`config.mk`:
```
export PLATFORM = sky130hd
export DESIGN_NAME = pu_msp430_per_arbiter
export DESIGN_NICKNAME = d
export VERILOG_FILES = /design/src/rtl/pu_msp430_pkg.sv /design/src/rtl/pu_msp430_rr_arb2.sv /design/src/rtl/pu_msp430_per_arbiter.sv
export SDC_FILE = /design/constraint.sdc
export NUM_CORES = 1
export LEC_CHECK = 0
export BUFFER_PORTS_ARGS = -buffer_cell sky130_fd_sc_hd__buf_4
export CORE_ASPECT_RATIO = 1.1
export CORE_MARGIN = 8
export CORE_UTILIZATION = 46
export CTS_CLUSTER_DIAMETER = 50
export DETAILED_ROUTE_END_ITERATION = 8
export PLACE_DENSITY = 0.77
export REMOVE_ABC_BUFFERS = 1
export SETUP_SLACK_MARGIN = 0.3
export SKIP_LAST_GASP = 1
export SLEW_MARGIN = 40
export SYNTH_ARGS = -nofsm -noshare
export SYNTH_HDL_FRONTEND = slang
export SYNTH_HIERARCHICAL = 1
export SYNTH_SLANG_ARGS = --single-unit
```
`constraint.sdc`:
```
create_clock -name mclk -period 4.7 [get_ports mclk]
set_clock_uncertainty 0.2 [all_clocks]
set_input_delay 0.94 -clock mclk [delete_from_list [all_inputs] [get_ports mclk]]
set_output_delay 0.94 -clock mclk [all_outputs]
set_load 0.01 [all_outputs]
```
`src/rtl/pu_msp430_pkg.sv`:
```
// Shared widths, FSM state encoding and request payload for the peripheral arbiter.
package pu_msp430_pkg;

  localparam int unsigned ADDR_W = 14;
  localparam int unsigned DATA_W = 16;
  localparam int unsigned WE_W   = 2;
  localparam int unsigned CNT_W  = 8;

  typedef enum logic [1:0] {
    ST_IDLE   = 2'd0,
    ST_ACCESS = 2'd1,
    ST_RESP   = 2'd2
  } state_t;

  typedef struct packed {
    logic [ADDR_W-1:0] addr;
    logic [DATA_W-1:0] din;
    logic [WE_W-1:0]   we;
    logic              lock;
  } per_req_t;

endpackage

```
`src/rtl/pu_msp430_rr_arb2.sv`:
```
// Two-requester round-robin picker; mask restricts eligibility while a lock is held.
module pu_msp430_rr_arb2 (
  input  logic       clk,
  input  logic       rst_n,
  input  logic [1:0] req,
  input  logic [1:0] mask,
  input  logic       take,
  output logic [1:0] gnt_c
);

  logic       last_grant;
  logic [1:0] elig;

  // On a tie the master that did not win last time gets the bus.
  always_comb begin
    elig  = req & mask;
    gnt_c = 2'b00;
    case (elig)
      2'b01:   gnt_c = 2'b01;
      2'b10:   gnt_c = 2'b10;
      2'b11:   gnt_c = last_grant ? 2'b01 : 2'b10;
      default: gnt_c = 2'b00;
    endcase
  end

  // Reset to master 1 so master 0 wins the first contest.
  always_ff @(posedge clk or negedge rst_n) begin
    if (!rst_n) begin
      last_grant <= 1'b1;
    end else if (take && (gnt_c != 2'b00)) begin
      last_grant <= gnt_c[1];
    end
  end

endmodule

```
`src/rtl/pu_msp430_per_arbiter.sv`:
```
// Two-master peripheral bus arbiter: IDLE/ACCESS/RESP transaction FSM with
// round-robin arbitration and a lock for read-modify-write sequences.
module pu_msp430_per_arbiter
  import pu_msp430_pkg::*;
#(
  parameter int unsigned LOCK_TMO = 16
) (
  input  logic        mclk,
  input  logic        puc_rst_n,
  input  logic        m0_req,
  input  logic [13:0] m0_addr,
  input  logic [15:0] m0_din,
  input  logic [1:0]  m0_we,
  input  logic        m0_lock,
  output logic        m0_ack,
  output logic [15:0] m0_dout,
  input  logic        m1_req,
  input  logic [13:0] m1_addr,
  input  logic [15:0] m1_din,
  input  logic [1:0]  m1_we,
  input  logic        m1_lock,
  output logic        m1_ack,
  output logic [15:0] m1_dout,
  output logic        per_en,
  output logic [13:0] per_addr,
  output logic [15:0] per_din,
  output logic [1:0]  per_we,
  input  logic [15:0] per_dout,
  output logic [1:0]  grant,
  output logic        lock_err
);

  localparam logic [CNT_W-1:0] TMO_LAST = CNT_W'(LOCK_TMO - 1);

  state_t           state;
  logic             lock_active;
  logic             lock_owner;
  logic             cur_lock;
  logic [CNT_W-1:0] lock_cnt;
  logic [1:0]       mask_c;
  logic [1:0]       win_c;
  logic             owner_req_c;
  per_req_t         sel_c;

  always_comb begin
    mask_c      = 2'b11;
    owner_req_c = lock_owner ? m1_req : m0_req;
    if (lock_active) begin
      mask_c = lock_owner ? 2'b10 : 2'b01;
    end
    sel_c = win_c[1] ? {m1_addr, m1_din, m1_we, m1_lock}
                     : {m0_addr, m0_din, m0_we, m0_lock};
  end

  pu_msp430_rr_arb2 u_rr (
    .clk   (mclk),
    .rst_n (puc_rst_n),
    .req   ({m1_req, m0_req}),
    .mask  (mask_c),
    .take  (state == ST_IDLE),
    .gnt_c (win_c)
  );

  always_ff @(posedge mclk or negedge puc_rst_n) begin
    if (!puc_rst_n) begin
      state       <= ST_IDLE;
      per_en      <= 1'b0;
      per_addr    <= '0;
      per_din     <= '0;
      per_we      <= '0;
      grant       <= 2'b00;
      m0_ack      <= 1'b0;
      m1_ack      <= 1'b0;
      m0_dout     <= '0;
      m1_dout     <= '0;
      lock_active <= 1'b0;
      lock_owner  <= 1'b0;
      cur_lock    <= 1'b0;
      lock_cnt    <= '0;
      lock_err    <= 1'b0;
    end else begin
      lock_err <= 1'b0;
      case (state)
        ST_IDLE: begin
          // Idle cycles without the owner asking age the lock toward expiry.
          if (lock_active && !owner_req_c) begin
            if (lock_cnt == TMO_LAST) begin
              lock_active <= 1'b0;
              lock_err    <= 1'b1;
              lock_cnt    <= '0;
            end else begin
              lock_cnt <= lock_cnt + CNT_W'(1);
            end
          end
          if (win_c != 2'b00) begin
            grant    <= win_c;
            per_addr <= sel_c.addr;
            per_din  <= sel_c.din;
            per_we   <= sel_c.we;
            cur_lock <= sel_c.lock;
            lock_cnt <= '0;
            per_en   <= 1'b1;
            state    <= ST_ACCESS;
          end
        end
        ST_ACCESS: begin
          per_en      <= 1'b0;
          m0_ack      <= grant[0];
          m1_ack      <= grant[1];
          m0_dout     <= (grant[0] && (per_we == 2'b00)) ? per_dout : '0;
          m1_dout     <= (grant[1] && (per_we == 2'b00)) ? per_dout : '0;
          lock_active <= cur_lock;
          lock_owner  <= grant[1];
          state       <= ST_RESP;
        end
        ST_RESP: begin
          m0_ack  <= 1'b0;
          m1_ack  <= 1'b0;
          m0_dout <= '0;
          m1_dout <= '0;
          grant   <= 2'b00;
          state   <= ST_IDLE;
        end
        default: begin
          state <= ST_IDLE;
        end
      endcase
    end
  end

endmodule

```
==> results.ini <==
[drt]
viasPerCell = 5.07
vias = 3176
antenna_left = 0
dr.pass1.iters = 4
wirelength_um = 10300
drt_iter0_drc = 107
drc = 0
drt-wirelength-per-cell_um = 16.5

[timing]
rsz0062_at_grt = no
whs_ns = 0.288
min_period_ns = 2.54
fmax_mhz = 394
min_period_over_period_pct = 54.1
maxSlewHeadroom_pct = 54.2
drv_slew = 0
setup_viol = 0
final-hold-violation-count = 0
worst_slew_pin_slew_ns = 0.687

[hold_path]
hold_start = per_addr[8]
hold_depth = 2
hp-class = flip-flop to flip-flop
min_to = per_addr[8]

[synthesis]
ys_seq_area_share_pct = 55.9
synthesis.area_um2 = 3760
synth-simple-area-share_pct = 11.8
syn-instance-count = 368
synth-seq-cells = 84
syn_area_per_cell_um2 = 10.2
synthAdderAreaFrac_pct = 1.33
synthArstFlopShare_pct = 100
synthMuxAreaShare_pct = 9.97
synth_edf_count = 0
yosys_warnings = 6
ys_types = 35
synth_flop_cell = dfrtp_1
synth_top_family_by_area = compound AO/OA/AOI/OAI gates
synth-compound-area-share_pct = 14.3
synth-xor-area-share_pct = 0.233

[power]
clkPwrFrac_pct = 14.7
total_power_mw = 3.24
combinationalPowerShare_pct = 47.7
power-per-cell-area_nw_per_um2 = 623
ir_drop_uv = 291
swShare_pct = 41.0
power.leakage_nw = 2.51
seqPwrFrac_pct = 37.6
p_sw_mw = 1.33
p_int_mw = 1.91

[worst_setup_path]
crit_path_top_delay_cell = a31oi_4
crit_type = primary input to flip-flop
critPathArrivalTime_ns = 2.55
ff2ff_path_depth = 6
worst_ep_required_time_ns = 4.71
end_kind = flip-flop
r2r_start = lock_owner
path_cells = buf_4 > nand2_1 > a31oi_4 > buf_4 > mux2i_1 > o21ai_0
cp_common_cell = buf_4
start_kind = primary input
cpPeakStageDelay_ns = 0.57
r2r_setup_slack_ns = 2.27
r2r-end = per_addr[0]
cp_max_fo = 23

[clock_tree]
cts_tree = done
clk_path_buf_depth = 2
clkSinkCount = 84
h-tree-depth = 3
cts_buffers = 9
cts.clk_slew.worst_paths_ns = 0.09
post-cts-setup-buffers = 0
holdBufCountCts = 0
ctsResizeCount = 0
cts_root_buf = clkbuf_8
clk_latency_ns = 0.35

[global_route]
grt.busiest_layer = met2
grt_pass1_vias = 3331
gr-total-overflow = 0
grt_first_pass_wirelength_um = 16600
grt_max_degree = 85
grt_use_met2_pct = 27.8
track_usage_pct = 18.4
use_met3_pct = 10.2
use_met1_pct = 20.9
antenna_found_initial = 0

[cells_and_area]
fin_cells = 627
fin_nets = 604
drive_gt1_share_pct = 34.9
syn_to_final_growth_pct = 38.0
final_util_pct = 65.7
antenna_cells = 0

[floorplan]
die_h_um = 111
dieArea_um2 = 11300
rows = 34
start_util_pct = 47.6
die_width_um = 102
core_um2 = 7910
ioPinCount = 156

[status]
outcome = complete, no violations

[placement]
dp.cells = 611
detailed_place_hpwl_um = 7720
io_buffer_count = 155
finalWeightedCongestion = 0.756

[run]
drv_cap = 0

==> cell type report <==
cell class              count  area (µm²)
clock inverters             7        60.1
multi-input cells         224        1440
clock buffers               9         124
well taps                 108         135
repair buffers            158        1190
inverters                  37         139
flip-flops and latches     84        2100
fillers                   664        2720
==> cell usage after synthesis, drive strengths merged, types with 2 or more instances <==
library cell | instances | area [µm²]
ha | 4 | 50.1
nand3b | 18 | 135
a21oi | 8 | 43.8
nand3 | 7 | 35.0
buf | 9 | 53.8
nor2 | 4 | 15.0
or3 | 5 | 31.3
mux2i | 36 | 364
dfrtp | 83 | 2080
a31oi | 2 | 12.5
o21ai | 46 | 230
nand2b | 2 | 12.5
o22ai | 32 | 200
inv | 37 | 139
nand4 | 2 | 12.5
nand2 | 45 | 169
clkbuf | 14 | 52.6
==> power groups by stage <==
stage | clock network, mW | registers, mW | logic [mW]
floorplan | 0 | 1.32 | 0.745
global route | 0.521 | 1.26 | 1.72
finish | 0.476 | 1.22 | 1.54
global placement | 0 | 1.21 | 1.53
detailed placement | 0 | 1.23 | 1.56
CTS | 0.488 | 1.22 | 1.57
==> cell usage in the layout (no fill, tap or decap), types with 2 or more instances in the layout <==
cell        n
ha_1        4
inv_1      37
nor2_1      4
or3_1       5
a21oi_1     7
nand2b_1    2
dfrtp_1    83
mux2i_1    35
inv_6       2
clkbuf_8   10
clkinv_4    4
o22ai_1    32
nand3_1     7
o21ai_0    45
nand3b_1   18
nand2_1    45
nand4_1     2
buf_4     157
==> worst max-delay path by stage <==
stage / startpoint / endpoint / slack (ns)
global route: m1_req / per_din[14] / 2.07
detailed placement: m1_req / per_addr[0] / 1.80
floorplan: m0_req / lock_cnt[3] / -3.00
finish: m1_req / per_addr[0] / 2.16
CTS: m1_req / per_addr[0] / 2.18
global placement: m1_req / per_din[13] / 1.89
==> state kept, by name, indices dropped and copies added (netlist names), 2 cells and up <==
register and flops:
per_addr 14, m0_dout 16, grant 2, per_we 2
state 2, per_din 16, lock_cnt 8, m1_dout 16
==> logic make-up (layout without fill, tap and decap cells) <==
group,count (synthesis),count (layout)
AOI/OAI and AO/OA,94,94
xor gates and xnor gates,1,1
adders and majority gates,4,4
buffers and inverters,60,211
DFF,84,84
muxes,37,37
and+or+nand+nor,88,88
==> metal layers <==
| metal | part of all wire [%] | up-vias | routed length [µm] |
|---|---|---|---|
| met5 | 0 | - | 0 |
| met4 | 1.7 | 0 | 179 |
| met3 | 13 | 12 | 1360 |
| met2 | 45 | 134 | 4680 |
| met1 | 40 | 1463 | 4110 |
| li1 | - | 1567 | - |
==> through the flow <==
step	area (µm²)	TNS (ns)	setup WS, ns
2_1_floorplan	3660	-112.68	-3.00
3_3_place_gp	5000	0	1.89
3_5_place_dp	5010	0	1.80
4_1_cts	5190	0	2.18
5_1_grt	5190	0	2.07
6_report	5190	0	2.16
==> worst max-delay path: cells and delay by family <==
kind / cells / cell delay (ns)
compound gates: 2 / 0.67
buf+inv: 2 / 0.58
mux: 1 / 0.24
simple gates: 1 / 0.10
Note: power is estimated with default switching activity, not from simulation.
